**src/rtl/uart_axi_probe_pkg.sv**
```systemverilog
// Shared opcodes, FSM state encoding and response-byte helpers for the UART/AXI debug probe.
package uart_axi_probe_pkg;

    localparam logic [7:0] OP_GPI_RD  = 8'h01;
    localparam logic [7:0] OP_GPO_RD  = 8'h02;
    localparam logic [7:0] OP_GPO_WR  = 8'h03;
    localparam logic [7:0] OP_ADDR_WR = 8'h04;
    localparam logic [7:0] OP_ADDR_RD = 8'h05;
    localparam logic [7:0] OP_CTRL_WR = 8'h06;
    localparam logic [7:0] OP_AXI_RD  = 8'h07;
    localparam logic [7:0] OP_AXI_WR  = 8'h08;

    localparam logic [7:0] STATUS_BASE = 8'h04;
    localparam logic [7:0] NAK         = 8'hEE;

    typedef enum logic [2:0] {
        IDLE,
        RX_PLD,
        AXI_AR,
        AXI_R,
        AXI_AW,
        AXI_B,
        TX
    } state_t;

    function automatic logic [7:0] status_byte(input logic [1:0] resp);
        return STATUS_BASE | {6'b0, resp};
    endfunction

    function automatic int unsigned max3(input int unsigned a, input int unsigned b,
                                         input int unsigned c);
        int unsigned m;
        m = (a > b) ? a : b;
        return (m > c) ? m : c;
    endfunction

endpackage

```
**src/rtl/uart_axi_probe_if.sv**
```systemverilog
// Host byte channels plus the single-beat AXI4-Lite master bus of the probe.
interface uart_axi_probe_if #(
    parameter int unsigned AXI_DW = 32
);
    logic                  rx_valid;
    logic [7:0]            rx_data;
    logic                  rx_ready;
    logic                  tx_valid;
    logic [7:0]            tx_data;
    logic                  tx_ready;

    logic [31:0]           m_axi_araddr;
    logic [2:0]            m_axi_arsize;
    logic                  m_axi_arvalid;
    logic                  m_axi_arready;
    logic [AXI_DW-1:0]     m_axi_rdata;
    logic [1:0]            m_axi_rresp;
    logic                  m_axi_rvalid;
    logic                  m_axi_rready;
    logic [31:0]           m_axi_awaddr;
    logic [2:0]            m_axi_awsize;
    logic                  m_axi_awvalid;
    logic                  m_axi_awready;
    logic [AXI_DW-1:0]     m_axi_wdata;
    logic [AXI_DW/8-1:0]   m_axi_wstrb;
    logic                  m_axi_wvalid;
    logic                  m_axi_wready;
    logic [1:0]            m_axi_bresp;
    logic                  m_axi_bvalid;
    logic                  m_axi_bready;

    modport master (
        input  rx_valid, rx_data, output rx_ready,
        output tx_valid, tx_data, input  tx_ready,
        output m_axi_araddr, m_axi_arsize, m_axi_arvalid, input m_axi_arready,
        input  m_axi_rdata, m_axi_rresp, m_axi_rvalid, output m_axi_rready,
        output m_axi_awaddr, m_axi_awsize, m_axi_awvalid, input m_axi_awready,
        output m_axi_wdata, m_axi_wstrb, m_axi_wvalid, input m_axi_wready,
        input  m_axi_bresp, m_axi_bvalid, output m_axi_bready
    );

    modport slave (
        output rx_valid, rx_data, input  rx_ready,
        input  tx_valid, tx_data, output tx_ready,
        input  m_axi_araddr, m_axi_arsize, m_axi_arvalid, output m_axi_arready,
        output m_axi_rdata, m_axi_rresp, m_axi_rvalid, input m_axi_rready,
        input  m_axi_awaddr, m_axi_awsize, m_axi_awvalid, output m_axi_awready,
        input  m_axi_wdata, m_axi_wstrb, m_axi_wvalid, output m_axi_wready,
        output m_axi_bresp, m_axi_bvalid, input m_axi_bready
    );

endinterface

```
**src/rtl/uart_axi_probe_bytebuf.sv**
```systemverilog
// Byte-indexed buffer with a byte counter: assembles rx payloads and serialises tx responses LSB first.
module uart_axi_probe_bytebuf #(
    parameter int unsigned NBYTES = 4,
    parameter int unsigned CW     = $clog2(NBYTES + 1)
) (
    input  logic                clk,
    input  logic                m_aresetn,
    input  logic                load,
    input  logic [NBYTES*8-1:0] load_data,
    input  logic [CW-1:0]       load_len,
    input  logic                push,
    input  logic [7:0]          push_byte,
    input  logic                shift,
    output logic [7:0]          byte_out,
    output logic [NBYTES*8-1:0] merged,
    output logic                last
);

    logic [NBYTES*8-1:0] data_q;
    logic [CW-1:0]       cnt;
    logic [CW-1:0]       len;

    // merged is the buffer with the incoming byte already in place, so a
    // consumer can commit the whole field on the cycle the last byte lands.
    always_comb begin
        merged = data_q;
        for (int unsigned i = 0; i < NBYTES; i++) begin
            if (cnt == CW'(i)) merged[i*8 +: 8] = push_byte;
        end
    end

    always_comb begin
        byte_out = '0;
        for (int unsigned i = 0; i < NBYTES; i++) begin
            if (cnt == CW'(i)) byte_out = data_q[i*8 +: 8];
        end
    end

    assign last = (cnt == len - CW'(1));

    always_ff @(posedge clk or negedge m_aresetn) begin
        if (!m_aresetn) begin
            data_q <= '0;
            cnt    <= '0;
            len    <= '0;
        end else if (load) begin
            data_q <= load_data;
            cnt    <= '0;
            len    <= load_len;
        end else if (push) begin
            data_q <= merged;
            cnt    <= cnt + CW'(1);
        end else if (shift) begin
            cnt    <= cnt + CW'(1);
        end
    end

endmodule

```
**src/rtl/uart_axi_probe.sv**
```systemverilog
// Byte-stream debug probe: decodes host commands, drives GPO, samples GPI and masters single AXI beats.
module uart_axi_probe
    import uart_axi_probe_pkg::*;
#(
    parameter int unsigned       GPIO_W        = 32,
    parameter int unsigned       AXI_DW        = 32,
    parameter logic [GPIO_W-1:0] GPO_ON_RESET  = '0,
    parameter logic [31:0]       ADDR_ON_RESET = 32'h0
) (
    input  logic               clk,
    input  logic               m_aresetn,
    output logic [GPIO_W-1:0]  gpo,
    input  logic [GPIO_W-1:0]  gpi,
    uart_axi_probe_if.master   bus
);

    localparam int unsigned GB     = GPIO_W / 8;
    localparam int unsigned NB     = AXI_DW / 8;
    localparam int unsigned NBYTES = max3(GB, NB, 4);
    localparam int unsigned CW     = $clog2(NBYTES + 1);
    localparam int unsigned BW     = NBYTES * 8;
    localparam logic [2:0]  AXSIZE = 3'($clog2(NB));

    state_t              state;
    logic [7:0]          cmd;
    logic [GPIO_W-1:0]   gpo_q;
    logic [31:0]         addr;
    logic                ae;
    logic                rx_ready_q;
    logic                tx_valid_q;
    logic                arvalid_q;
    logic                rready_q;
    logic                awvalid_q;
    logic                wvalid_q;
    logic                bready_q;
    logic [AXI_DW-1:0]   wdata_q;
    logic [1:0]          status_q;
    logic                status_pend;

    logic                rx_hs, tx_hs, r_hs, b_hs;
    logic                buf_load, buf_push, buf_shift, buf_last;
    logic [BW-1:0]       buf_load_data, buf_merged;
    logic [CW-1:0]       buf_load_len;
    logic [7:0]          buf_byte;

    assign rx_hs = bus.rx_valid && rx_ready_q;
    assign tx_hs = tx_valid_q && bus.tx_ready;
    assign r_hs  = rready_q && bus.m_axi_rvalid;
    assign b_hs  = bready_q && bus.m_axi_bvalid;

    assign gpo               = gpo_q;
    assign bus.rx_ready      = rx_ready_q;
    assign bus.tx_valid      = tx_valid_q;
    assign bus.tx_data       = buf_byte;
    assign bus.m_axi_araddr  = addr;
    assign bus.m_axi_arsize  = AXSIZE;
    assign bus.m_axi_arvalid = arvalid_q;
    assign bus.m_axi_rready  = rready_q;
    assign bus.m_axi_awaddr  = addr;
    assign bus.m_axi_awsize  = AXSIZE;
    assign bus.m_axi_awvalid = awvalid_q;
    assign bus.m_axi_wdata   = wdata_q;
    assign bus.m_axi_wstrb   = '1;
    assign bus.m_axi_wvalid  = wvalid_q;
    assign bus.m_axi_bready  = bready_q;

    // Buffer control: snapshots and response data are loaded on the very
    // handshake that moves the FSM into TX or RX_PLD.
    always_comb begin
        buf_load      = 1'b0;
        buf_load_data = '0;
        buf_load_len  = '0;
        buf_push      = 1'b0;
        buf_shift     = 1'b0;
        case (state)
            IDLE: begin
                if (rx_hs) begin
                    buf_load = 1'b1;
                    case (bus.rx_data)
                        OP_GPI_RD: begin
                            buf_load_data[GPIO_W-1:0] = gpi;
                            buf_load_len = CW'(GB);
                        end
                        OP_GPO_RD: begin
                            buf_load_data[GPIO_W-1:0] = gpo_q;
                            buf_load_len = CW'(GB);
                        end
                        OP_GPO_WR:  buf_load_len = CW'(GB);
                        OP_ADDR_WR: buf_load_len = CW'(4);
                        OP_ADDR_RD: begin
                            buf_load_data[31:0] = addr;
                            buf_load_len = CW'(4);
                        end
                        OP_CTRL_WR: buf_load_len = CW'(1);
                        OP_AXI_RD:  buf_load = 1'b0;
                        OP_AXI_WR:  buf_load_len = CW'(NB);
                        default: begin
                            buf_load_data[7:0] = NAK;
                            buf_load_len = CW'(1);
                        end
                    endcase
                end
            end
            RX_PLD: buf_push = rx_hs;
            AXI_R: begin
                if (r_hs) begin
                    buf_load = 1'b1;
                    buf_load_data[AXI_DW-1:0] = bus.m_axi_rdata;
                    buf_load_len = CW'(NB);
                end
            end
            AXI_B: begin
                if (b_hs) begin
                    buf_load = 1'b1;
                    buf_load_data[7:0] = status_byte(bus.m_axi_bresp);
                    buf_load_len = CW'(1);
                end
            end
            TX: begin
                if (tx_hs) begin
                    if (buf_last) begin
                        // AXI_RD: data bytes drained, follow with the status byte
                        if (status_pend) begin
                            buf_load = 1'b1;
                            buf_load_data[7:0] = status_byte(status_q);
                            buf_load_len = CW'(1);
                        end
                    end else begin
                        buf_shift = 1'b1;
                    end
                end
            end
            default: ;
        endcase
    end

    uart_axi_probe_bytebuf #(
        .NBYTES (NBYTES),
        .CW     (CW)
    ) u_bytebuf (
        .clk       (clk),
        .m_aresetn (m_aresetn),
        .load      (buf_load),
        .load_data (buf_load_data),
        .load_len  (buf_load_len),
        .push      (buf_push),
        .push_byte (bus.rx_data),
        .shift     (buf_shift),
        .byte_out  (buf_byte),
        .merged    (buf_merged),
        .last      (buf_last)
    );

    always_ff @(posedge clk or negedge m_aresetn) begin
        if (!m_aresetn) begin
            state       <= IDLE;
            cmd         <= '0;
            gpo_q       <= GPO_ON_RESET;
            addr        <= ADDR_ON_RESET;
            ae          <= 1'b0;
            rx_ready_q  <= 1'b0;
            tx_valid_q  <= 1'b0;
            arvalid_q   <= 1'b0;
            rready_q    <= 1'b0;
            awvalid_q   <= 1'b0;
            wvalid_q    <= 1'b0;
            bready_q    <= 1'b0;
            wdata_q     <= '0;
            status_q    <= '0;
            status_pend <= 1'b0;
        end else begin
            case (state)
                IDLE: begin
                    rx_ready_q <= 1'b1;
                    if (rx_hs) begin
                        cmd <= bus.rx_data;
                        case (bus.rx_data)
                            OP_GPO_WR, OP_ADDR_WR, OP_CTRL_WR, OP_AXI_WR: state <= RX_PLD;
                            OP_AXI_RD: begin
                                state      <= AXI_AR;
                                arvalid_q  <= 1'b1;
                                rx_ready_q <= 1'b0;
                            end
                            default: begin
                                state       <= TX;
                                tx_valid_q  <= 1'b1;
                                rx_ready_q  <= 1'b0;
                                status_pend <= 1'b0;
                            end
                        endcase
                    end
                end
                RX_PLD: begin
                    if (rx_hs && buf_last) begin
                        state <= IDLE;
                        case (cmd)
                            OP_GPO_WR:  gpo_q <= buf_merged[GPIO_W-1:0];
                            OP_ADDR_WR: addr  <= buf_merged[31:0];
                            OP_AXI_WR: begin
                                wdata_q    <= buf_merged[AXI_DW-1:0];
                                awvalid_q  <= 1'b1;
                                wvalid_q   <= 1'b1;
                                rx_ready_q <= 1'b0;
                                state      <= AXI_AW;
                            end
                            default:    ae <= bus.rx_data[0];
                        endcase
                    end
                end
                AXI_AR: begin
                    if (bus.m_axi_arready) begin
                        arvalid_q <= 1'b0;
                        rready_q  <= 1'b1;
                        state     <= AXI_R;
                    end
                end
                AXI_R: begin
                    if (r_hs) begin
                        rready_q    <= 1'b0;
                        status_q    <= bus.m_axi_rresp;
                        status_pend <= 1'b1;
                        tx_valid_q  <= 1'b1;
                        state       <= TX;
                        if (ae) addr <= addr + 32'(NB);
                    end
                end
                AXI_AW: begin
                    if (bus.m_axi_awready) awvalid_q <= 1'b0;
                    if (bus.m_axi_wready)  wvalid_q  <= 1'b0;
                    if ((!awvalid_q || bus.m_axi_awready) && (!wvalid_q || bus.m_axi_wready)) begin
                        bready_q <= 1'b1;
                        state    <= AXI_B;
                    end
                end
                AXI_B: begin
                    if (b_hs) begin
                        bready_q    <= 1'b0;
                        status_pend <= 1'b0;
                        tx_valid_q  <= 1'b1;
                        state       <= TX;
                        if (ae) addr <= addr + 32'(NB);
                    end
                end
                TX: begin
                    if (tx_hs && buf_last) begin
                        if (status_pend) begin
                            status_pend <= 1'b0;
                        end else begin
                            tx_valid_q <= 1'b0;
                            rx_ready_q <= 1'b1;
                            state      <= IDLE;
                        end
                    end
                end
                default: state <= IDLE;
            endcase
        end
    end

endmodule
```
**src/flat_wrapper.sv**
```systemverilog
// flat-port wrapper written by rule: the top's interface ports become plain ports
module uart_axi_probe_flat import uart_axi_probe_pkg::*;
#(
    parameter int unsigned       GPIO_W        = 32,
    parameter int unsigned       AXI_DW        = 32,
    parameter logic [GPIO_W-1:0] GPO_ON_RESET  = '0,
    parameter logic [31:0]       ADDR_ON_RESET = 32'h0
)
  (clk, m_aresetn, gpo, gpi, bus_rx_valid, bus_rx_data, bus_rx_ready, bus_tx_valid, bus_tx_data, bus_tx_ready, bus_m_axi_araddr, bus_m_axi_arsize, bus_m_axi_arvalid, bus_m_axi_arready, bus_m_axi_rdata, bus_m_axi_rresp, bus_m_axi_rvalid, bus_m_axi_rready, bus_m_axi_awaddr, bus_m_axi_awsize, bus_m_axi_awvalid, bus_m_axi_awready, bus_m_axi_wdata, bus_m_axi_wstrb, bus_m_axi_wvalid, bus_m_axi_wready, bus_m_axi_bresp, bus_m_axi_bvalid, bus_m_axi_bready);
  uart_axi_probe_if #(.AXI_DW(AXI_DW)) bus_i ();
  input  logic clk;
  input  logic m_aresetn;
  output logic [GPIO_W-1:0] gpo;
  input  logic [GPIO_W-1:0] gpi;
  input wire logic [$bits(bus_i.rx_valid)-1:0] bus_rx_valid;
  input wire logic [$bits(bus_i.rx_data)-1:0] bus_rx_data;
  output wire logic [$bits(bus_i.rx_ready)-1:0] bus_rx_ready;
  output wire logic [$bits(bus_i.tx_valid)-1:0] bus_tx_valid;
  output wire logic [$bits(bus_i.tx_data)-1:0] bus_tx_data;
  input wire logic [$bits(bus_i.tx_ready)-1:0] bus_tx_ready;
  output wire logic [$bits(bus_i.m_axi_araddr)-1:0] bus_m_axi_araddr;
  output wire logic [$bits(bus_i.m_axi_arsize)-1:0] bus_m_axi_arsize;
  output wire logic [$bits(bus_i.m_axi_arvalid)-1:0] bus_m_axi_arvalid;
  input wire logic [$bits(bus_i.m_axi_arready)-1:0] bus_m_axi_arready;
  input wire logic [$bits(bus_i.m_axi_rdata)-1:0] bus_m_axi_rdata;
  input wire logic [$bits(bus_i.m_axi_rresp)-1:0] bus_m_axi_rresp;
  input wire logic [$bits(bus_i.m_axi_rvalid)-1:0] bus_m_axi_rvalid;
  output wire logic [$bits(bus_i.m_axi_rready)-1:0] bus_m_axi_rready;
  output wire logic [$bits(bus_i.m_axi_awaddr)-1:0] bus_m_axi_awaddr;
  output wire logic [$bits(bus_i.m_axi_awsize)-1:0] bus_m_axi_awsize;
  output wire logic [$bits(bus_i.m_axi_awvalid)-1:0] bus_m_axi_awvalid;
  input wire logic [$bits(bus_i.m_axi_awready)-1:0] bus_m_axi_awready;
  output wire logic [$bits(bus_i.m_axi_wdata)-1:0] bus_m_axi_wdata;
  output wire logic [$bits(bus_i.m_axi_wstrb)-1:0] bus_m_axi_wstrb;
  output wire logic [$bits(bus_i.m_axi_wvalid)-1:0] bus_m_axi_wvalid;
  input wire logic [$bits(bus_i.m_axi_wready)-1:0] bus_m_axi_wready;
  input wire logic [$bits(bus_i.m_axi_bresp)-1:0] bus_m_axi_bresp;
  input wire logic [$bits(bus_i.m_axi_bvalid)-1:0] bus_m_axi_bvalid;
  output wire logic [$bits(bus_i.m_axi_bready)-1:0] bus_m_axi_bready;
  assign bus_i.rx_valid = bus_rx_valid;
  assign bus_i.rx_data = bus_rx_data;
  assign bus_rx_ready = bus_i.rx_ready;
  assign bus_tx_valid = bus_i.tx_valid;
  assign bus_tx_data = bus_i.tx_data;
  assign bus_i.tx_ready = bus_tx_ready;
  assign bus_m_axi_araddr = bus_i.m_axi_araddr;
  assign bus_m_axi_arsize = bus_i.m_axi_arsize;
  assign bus_m_axi_arvalid = bus_i.m_axi_arvalid;
  assign bus_i.m_axi_arready = bus_m_axi_arready;
  assign bus_i.m_axi_rdata = bus_m_axi_rdata;
  assign bus_i.m_axi_rresp = bus_m_axi_rresp;
  assign bus_i.m_axi_rvalid = bus_m_axi_rvalid;
  assign bus_m_axi_rready = bus_i.m_axi_rready;
  assign bus_m_axi_awaddr = bus_i.m_axi_awaddr;
  assign bus_m_axi_awsize = bus_i.m_axi_awsize;
  assign bus_m_axi_awvalid = bus_i.m_axi_awvalid;
  assign bus_i.m_axi_awready = bus_m_axi_awready;
  assign bus_m_axi_wdata = bus_i.m_axi_wdata;
  assign bus_m_axi_wstrb = bus_i.m_axi_wstrb;
  assign bus_m_axi_wvalid = bus_i.m_axi_wvalid;
  assign bus_i.m_axi_wready = bus_m_axi_wready;
  assign bus_i.m_axi_bresp = bus_m_axi_bresp;
  assign bus_i.m_axi_bvalid = bus_m_axi_bvalid;
  assign bus_m_axi_bready = bus_i.m_axi_bready;
  uart_axi_probe #(.GPIO_W(GPIO_W), .AXI_DW(AXI_DW), .GPO_ON_RESET(GPO_ON_RESET), .ADDR_ON_RESET(ADDR_ON_RESET)) u_core (.clk(clk), .m_aresetn(m_aresetn), .gpo(gpo), .gpi(gpi), .bus(bus_i));
endmodule
```
**config.mk**
```make
export PLATFORM = sky130hd
export DESIGN_NAME = uart_axi_probe_flat
export DESIGN_NICKNAME = d
export VERILOG_FILES = /design/src/rtl/uart_axi_probe_pkg.sv /design/src/rtl/uart_axi_probe_if.sv /design/src/rtl/uart_axi_probe_bytebuf.sv /design/src/rtl/uart_axi_probe.sv /design/src/flat_wrapper.sv
export SDC_FILE = /design/constraint.sdc
export NUM_CORES = 1
export LEC_CHECK = 0
export CORE_AREA = 4 4 137 139
export CTS_CLUSTER_DIAMETER = 100
export DETAILED_ROUTE_END_ITERATION = 12
export DIE_AREA = 0 0 141 143
export DONT_BUFFER_PORTS = 1
export GPL_TIMING_DRIVEN = 0
export PLACE_DENSITY = 0.7
export SLEW_MARGIN = 5
export SYNTH_ARGS = -nofsm -noshare
export SYNTH_HDL_FRONTEND = slang
export SYNTH_HIERARCHICAL = 1
export SYNTH_SLANG_ARGS = --single-unit
```
**constraint.sdc**
```tcl
create_clock -name clk -period 7.4 [get_ports clk]
set_input_delay 1.11 -clock clk [delete_from_list [all_inputs] [get_ports clk]]
set_output_delay 1.11 -clock clk [all_outputs]
set_load 0.02 [all_outputs]
```
== After elaboration in Yosys (flattened, before gate mapping) ==
Index checks and enable logic that the tools add are counted.
Word-level totals
  register bits after elaboration: 156
Cells by class
  $add $sub $neg: 3
  equal/unequal tests: 35
  multiplexer cells: 94
  bitwise logic cells: 1
  reduce and logical (&&, ||, !) cells: 41
Operator list (count)
  32-bit two-way mux: 9
  32-bit case mux with 3 select lines: 1
  8-bit two-way mux: 10
  24-bit case mux with 3 select lines: 1
  8-bit case mux with 4 select lines: 2
  3-bit two-way mux: 18
  24-bit case mux with 2 select lines: 1
  8-bit by 3-bit equality test with 1-bit output, second input constant: 5
  1-bit two-way mux: 39
  32-bit by 3-bit adder with 32-bit output, second input constant: 1
  8-bit by 2-bit equality test with 1-bit output, second input constant: 3
  3-bit case mux with 7 select lines: 1
  8-bit by 4-bit equality test with 1-bit output, second input constant: 2
  3-bit AND reduction: 5
  2-bit by 1-bit inequality test with 1-bit output, second input constant: 7
  2-bit inequality test, second input constant: 7
  3-bit by 2-bit equality test with 1-bit output, second input constant: 4
  1-bit case mux with 4 select lines: 3
  3-bit case mux with 2 select lines: 2
  3-bit case mux with 4 select lines: 1
  4-bit AND reduction: 3
  1-bit case mux with 2 select lines: 5
  5-bit AND reduction: 2
  2-bit nonzero test: 5
  22 further kinds: 37

== Depth between registers and ports, before layout ==
Gate-level depths: netlist (run 1).
  depth in word-level cells: 8
  depth in mapped cells: 12
  depth with buffers taken out: 10

== By module ==
Netlist (run 1), hierarchy kept.
By module, submodules not included
  uart_axi_probe: instances 1, cells each 751, area each 7099.3 um2, sequential area each 2952.8 um2
  uart_axi_probe_bytebuf: instances 1, cells each 284, area each 2551.2 um2, sequential area each 950.9 um2

== Worst setup path after synthesis (run 1) ==
Ideal clock, no wire load.
  kind: input to register
  start: input port bus_rx_data[5]
  end: register u_core.u_bytebuf.data_q[10]
  arrival time: 2900 ps
  required time: 7278 ps
  setup slack: 4377 ps
  cell stages on the path: 9
  buffers on the path: 3
  cells stage by stage: or4_1 > buf_2 > nor4_1 > nand2b_1 > nand3b_1 > buf_2 > clkbuf_1 > a21oi_1 > a21oi_1
On the way
  longest elaborated chain between the ends: 5
  elaborated cells on any way between the ends: 12
Ends and longest elaborated chain
  start: declaration: RTL line flat_wrapper.sv:16  | input wire logic [$bits(bus_i.rx_data)-1:0] bus_rx_data;
  8-bit by 3-bit equality test with 1-bit output (*): RTL line uart_axi_probe.sv:79  | case (bus.rx_data)
  1-bit two-way mux (*): RTL line uart_axi_probe.sv:79
  1-bit two-way mux (*): RTL line uart_axi_probe.sv:77  | if (rx_hs) begin
  1-bit case mux with 4 select lines (*): RTL line uart_axi_probe.sv:75  | case (state)
  via u_core.buf_load: RTL line uart_axi_probe.sv:41  | logic buf_load, buf_push, buf_shift, buf_last;
  32-bit two-way mux / 2-bit nonzero test (equally long branches)
  end signal: assignment: RTL line uart_axi_probe_bytebuf.sv:47  | data_q <= load_data;
  end signal: assignment: RTL line uart_axi_probe_bytebuf.sv:51  | data_q <= merged;
  end: declaration: RTL line uart_axi_probe_bytebuf.sv:19  | logic [NBYTES*8-1:0] data_q;
Mark *: on every way through the listed nets, which the timed path passes. The rest lies on a longest branch.
A chain may end at the register's enable or synchronous reset.

== Worst setup path after layout (run 1) ==
  start: register u_core.state[2]
  end: register u_core.u_bytebuf.data_q[23]
On the way
  longest elaborated chain between the ends: 3
  elaborated cells on any way between the ends: 10
Ends and longest elaborated chain
  start: declaration: RTL line uart_axi_probe.sv:24  | state_t state;
  start signal: assignment: RTL line uart_axi_probe.sv:156  | state <= IDLE;
  start signal: assignment: RTL line uart_axi_probe.sv:178  | OP_GPO_WR, OP_ADDR_WR, OP_CTRL_WR, OP_AXI_WR: state <= RX_PLD;
  start signal: assignment: RTL line uart_axi_probe.sv:180  | state <= AXI_AR;
  3-bit equality test (tied with other cells): RTL line uart_axi_probe.sv:75
  1-bit case mux with 4 select lines (*): RTL line uart_axi_probe.sv:75
  via u_core.buf_load: RTL line uart_axi_probe.sv:41
  32-bit two-way mux / 2-bit nonzero test (equally long branches)
Marked as above.

==> results.toml, run 1 <==
[global_routing]
grt.total_usage_pct = 32.7
grt_pass1_wl_um = 50300
grt_pass1_vias = 8393
met3_usage_pct = 9.31
met1_usage_pct = 41.8
antenna_found_initial = 0
grt_max_degree = 157
globalRoute.totalOverflow = 0
busiest_layer = "met2"
grt_use_met2_pct = 51.9

[floorplanning]
coreArea_um2 = 17700
rows = 49
io_pins = 238
die_area_um2 = 20200
initial_core_util_pct = 54.7
dieWidth_um = 141
die_h_um = 143

[flow_run]
cap_violations = 0

[worst_setup_path]
crit_fanout = 10
r2r_end = "u_core/u_bytebuf/data_q[23]"
start_kind = "register"
max_stage_delay_ps = 1150
path_buf_inv = 5
rrSetupSlack_ps = 3490
crit_family = "buffers and inverters"
path_cells = "clkbuf_1, buf_1, nor4b_2, clkbuf_1, nand3b_1, buf_2, clkbuf_1, nor2b_1, a21oi_1"
ff2ff_path_depth = 9
path_class = "reg2reg"
cp.required_ps = 7720
cpMaxStageDelayCell = "nor4b_2"
crit_top_cell = "clkbuf_1"
end_kind = "register"
arrival_ps = 4230
reg2reg_from = "u_core/state[2]"
cp-startpoint = "u_core/state[2]"

[sta]
rsz0062_at_grt = "false"
final.min_clock_period_ps = 3910
maxSlewHeadroom_pct = 11.5
worst_pin_slew_ps = 1320
fin_setup_tns_ps = 0
fin_ws_ps = 3490
fin_skew_ps = 8.77
fin_crit_sh_pct = 52.9
finalSetupViolations = 0
slew_violations = 0
hold_viol = 0
max_freq_ghz = 0.256

[routing]
vias = 8582
first_iter_violations = 942
drtPass1Iterations = 7
drc = 0
ant_nets = 0
wl_um = 33500
vias_per_cell = 6.58
avgRoutedWirePerCell_um = 25.7

[logic_synthesis]
syn_avg_cell_area_um2 = 9.32
synth_most_common_cell = "dfrtp_1"
synth_ff_type = "dfrtp_1"
yosys-top-cells-area = "dfrtp_1 (40%), mux2_2 (9.7%), a21oi_1 (5.6%), nand2_1 (5.6%), buf_4 (3.8%)"
netlist_area_um2 = 9650
synth_compound_area_share_pct = 21.9
async_reset_ff_share_pct = 100
synth.largest_area_cell = "dfrtp_1"
synth_xor_area_share_pct = 0.454
yosys-top-cells-count = "dfrtp_1 (156), nand2_1 (144), a21oi_1 (108)"
synth.area.mux_share_pct = 13.1
ys_seq_area_share_pct = 40.5
synthSimpleGateAreaFrac_pct = 15.3
yosys_warnings = 6
synth_edf_count = 0
synthCells = 1035
synth_top_family_by_area = "compound AO/OA/AOI/OAI gates"
yosysUniqueCellTypes = 73
netlist.area_leader.share_pct = 40.5
ys_ff_latch = 156
synthAdderAreaFrac_pct = 0.908

[clock_network]
cts_hold_buf = 0
post-cts-setup-buffer-count = 0
clkTransAtPathRegs_ps = 70
cts_tree = "built"
htreeDepth = 4
cts_root_buf = "clkbuf_16"
cts-resized-gates = 0
cts_made_buffers = 17
cts_buffer_depth = 2
clk_latency_ps = 430
cts.sinks = 156

[cells_and_area]
final_nets = 1155
antenna-diode-count = 0
area_growth_pct = 9.34
final_util_pct = 59.8
final_area_um2 = 10600
drive_gt1_share_pct = 19.9
fill_cells = 1597

[pwr]
power.density_nw_per_um2 = 392
power.leakage_uw = 0.00473
ir_drop_mv = 0.219
p_total_uw = 4140

[status]
status = "completed"

[placement]
numPortBuffers = 0
hpwl_um = 24500
preCtsSetupSlack_ps = 3370
dpl_cell_area_um2 = 9970
gp_congestion = 0.987

[min_path]
hp-class = "in2async"
how the worst max path moves through the flow:
stage	endpoint	slack (ps)	cells past startpoint
6_report	u_core/u_bytebuf/data_q[23]	3490	9
3_3_place_gp	u_core/u_bytebuf/data_q[23]	3300	8
2_1_floorplan	u_core/u_bytebuf/data_q[10]	4380	9
5_1_grt	u_core/u_bytebuf/data_q[23]	3350	9
4_1_cts	u_core/u_bytebuf/data_q[23]	3610	9
3_5_place_dp	u_core/u_bytebuf/data_q[23]	3370	8
kinds of logic (layout without fill, tap and decap cells):
family / after synthesis / after routing
AOI/OAI and AO/OA: 325 / 325
buffers and inverters: 131 / 163
muxes: 113 / 113
xor gates and xnor gates: 5 / 5
DFF: 156 / 156
other: 2 / 11
adders and majority gates: 7 / 7
and+or+nand+nor: 296 / 296
flip-flops by register name, indices dropped and copies added (netlist names):
name and count:
u_core/bus.m_axi_wdata 32, u_core/ae 1, u_core/bus.tx_valid 1, u_core/bus.m_axi_awvalid 1, u_core/bus.rx_ready 1, u_core/bus.m_axi_rready 1, u_core/gpo 32, u_core/u_bytebuf/len 3
u_core/u_bytebuf/data_q 32, u_core/status_pend 1, u_core/u_bytebuf/cnt 3, u_core/bus.m_axi_araddr 32, u_core/bus.m_axi_arvalid 1, u_core/bus.m_axi_bready 1, u_core/state 3, u_core/status_q 2
u_core/bus.m_axi_wvalid 1, u_core/cmd 8
layout by cell type, fill, tap and decap left out, types with 5 or more instances in the layout:
cell type   Yosys  routed
a211oi_1        5       5
a21o_1         26      26
a21oi_1       108     108
a221oi_1        9       9
a222oi_1        5       5
a22oi_1        24      24
a2bb2oi_1       8       8
a31oi_1         9       9
and3_1         10      10
buf_1           5       5
buf_2          18      18
buf_4          49      49
buf_6           7       7
clkbuf_1       34      35
clkbuf_16       0      17
clkinvlp_4      0       6
conb_1          2      11
dfrtp_1       156     156
ha_1            7       7
inv_1          16      16
mux2_1         18      18
mux2_2         83      83
mux2i_1        11      11
nand2_1       144     144
nand2b_1        7       7
nand3_1        27      27
nand4_1         7       7
nor2_1         27      27
nor2b_1        33      33
nor4_1          7       7
o21ai_0        51      51
o21ai_1        20      20
o22ai_1        17      17
xnor2_1         5       5
area by class of cell:
cell class	count	area, µm²	area share, %
multi-input cells	757	5030	47.7
flip-flops and latches	156	3900	37.0
plain buffers	113	683	6.47
clock buffers	21	470	4.46
well taps	229	287	2.72
clock inverters	11	110	1.04
inverters	18	67.6	0.640
stage by stage:
stage                     hold slack [ps]  instances
final                                 366       1305
after detailed placement              496       1273
after floorplan                       469       1044
after global placement                488       1273
after global routing                  349       1305
after CTS                             353       1305
report_power, final:
group / switching [µW] / total [µW] / leakage (µW) / internal (µW)
registers: 435 / 1500 / 0.00203 / 1070
clock network: 376 / 869 / 0.000265 / 493
logic: 1090 / 1770 / 0.00243 / 676
worst register-to-register path: cells and delay by family (launching register included):
family                 cells  cell delay, ps
flip-flops                 1             380
AO/OA/AOI/OAI              1              60
buffers and inverters      5            1750
AND/OR/NAND/NOR            3            1600
layer usage:
layer / share of wire [%] / vias to the layer above
met5: 0 / -
met1: 38 / 4121
li1: - / 3781
met2: 46 / 558
met3: 10 / 122
met4: 4.8 / 0
(Power assumes the default switching activity.)
==> run 2: changes to the inputs <==
- clock period: 7.4 -> 3.9 ns (I/O delays scaled with it)
==> run 2 against run 1 <==
  * The flow now finishes with violations (hold timing)
  * Non-clock buffer count is the same
  * Total power grew 90%
  * Clock-buffer cell count is the same
  * Die area is the same
  * Final cell count is the same
  * Cell area is essentially flat
  * Flip-flop and latch count is the same
  * Worst hold slack lost 530 ps
==> results.toml, run 2 (synthesis results as in run 1) <==
[clock_network]
cts_tree = "built"
clkTransAtPathRegs_ps = 70
htreeDepth = 4
cts_root_buf = "clkbuf_16"
cts.sinks = 156
clk_latency_ps = 440
cts_made_buffers = 17
cts_buffer_depth = 2

[cells_and_area]
most-common-layout-cells = "dfrtp_1 (156), nand2_1 (144), a21oi_1 (108)"
final_common_cell = "dfrtp_1"
final_nets = 1155
register_area_um2 = 3900
drive_gt1_share_pct = 19.9
multi_input_area_um2 = 5040
final_area_um2 = 10600
final_util_pct = 59.8
antenna-diode-count = 0
area_growth_pct = 9.43
fill_cells = 1597

[worst_setup_path]
path_buf_inv = 5
arrival_ps = 3880
cp.required_ps = 4220
max_stage_delay_ps = 770
cpMaxStageDelayCell = "nor4b_4"
crit_fanout = 10
crit_family = "buffers and inverters"
crit_top_cell = "clkbuf_1"
path_class = "reg2reg"
rrSetupSlack_ps = 340
path_cells = "clkbuf_1, buf_1, nor4b_4, clkbuf_1, nand3b_1, buf_2, clkbuf_1, nor2b_1, a21oi_1"
start_kind = "register"
end_kind = "register"

[flow_run]
cap_violations = 0

[sta]
fin_skew_ps = 10.8
max_freq_ghz = 0.281
maxSlewHeadroom_pct = 21.5
fin_setup_tns_ps = 0
finalSetupViolations = 0
worst_pin_slew_ps = 1170
hold_viol = 156
slew_violations = 0
fin_crit_sh_pct = 91.2
holdWs_ps = -163
final.min_clock_period_ps = 3560
rsz0062_at_grt = "false"

[routing]
drc = 0
met2_length_um = 15800
vias_per_cell = 6.54
drtPass1Iterations = 6
first_iter_violations = 893
met3_length_um = 3330
wl_met1_um = 12800
vias = 8529
highest_layer = "met4"
ant_nets = 0
wl_um = 33500
avgRoutedWirePerCell_um = 25.6

[floorplanning]
dieWidth_um = 141
rows = 49
io_pins = 238
coreArea_um2 = 17700
initial_core_util_pct = 54.7
die_h_um = 143
die_area_um2 = 20200

[global_routing]
grt_pass1_wl_um = 50300
grt_pass1_vias = 8393
antenna_found_initial = 0
globalRoute.totalOverflow = 0
grt.total_usage_pct = 32.7
grt_max_degree = 157

[pwr]
power.leakage_uw = 0.00474
ir_drop_mv = 0.418
power.density_nw_per_um2 = 745

[min_path]
hp-class = "in2async"

[placement]
gp_congestion = 0.987
dpl_cell_area_um2 = 9970
numPortBuffers = 0
hpwl_um = 24500

[status]
status = "complete, but fails checks"
violations = "hold timing"
==> run 2: worst paths after layout <==
kind / start / to / cells after the start
setup / recovery: u_core/state[2] / u_core/u_bytebuf/data_q[23] / 9
min in group clk: bus_m_axi_arready / u_core/bus.m_axi_arvalid / 1
max in group asynchronous: m_aresetn / u_core/bus.m_axi_araddr[21] / 0
hold reg to reg: u_core/status_q[1] / u_core/status_q[1] / 1
setup reg to reg: u_core/state[2] / u_core/u_bytebuf/data_q[23] / 9
hold / removal: m_aresetn / u_core/bus.m_axi_awvalid / 0
==> run 2: worst register-to-register path, stage by stage (launching register included) <==
cell      delay [ps]
dfrtp_1          380
clkbuf_1         220
buf_1            290
nor4b_4          770
clkbuf_1         570
nand3b_1         210
buf_2            220
clkbuf_1         470
nor2b_1          250
a21oi_1           60
==> run 2: repair_timing <==
action / in CTS / in global routing
setup buffers: 0 / 0
endpoints found under the setup margin: 0 / 33
hold endpoints to repair: 156 / 156
resized for setup: 0 / 1
==> run 2: cell type report <==
type | instances | share of cell area, %
inverter | 18 | 0.640
clock buffer | 21 | 4.45
tap | 229 | 2.71
buffer | 113 | 6.47
clock inverter | 11 | 1.04
multi-input combinational | 757 | 47.7
sequential | 156 | 37.0
==> run 2: metal layers <==
layer	track usage, %	vias up
li1	-	3773
met1	41.8	4136
met2	51.9	512
met3	9.31	108
met4	15.2	0
met5	0	-
==> run 2: stage by stage <==
step	setup WS, ps	instances	power [µW]
2_1_floorplan	1370	1044	5170
3_3_place_gp	72.3	1273	6050
3_5_place_dp	147	1273	6110
4_1_cts	110	1305	7770
5_1_grt	217	1305	8260
6_report	344	1305	7860
==> run 2: where the power goes <==
part           switching [µW]  internal [µW]  leakage [µW]
Clock                     715            936      0.000265
Combinational            2070           1290       0.00244
Sequential                825           2030       0.00203
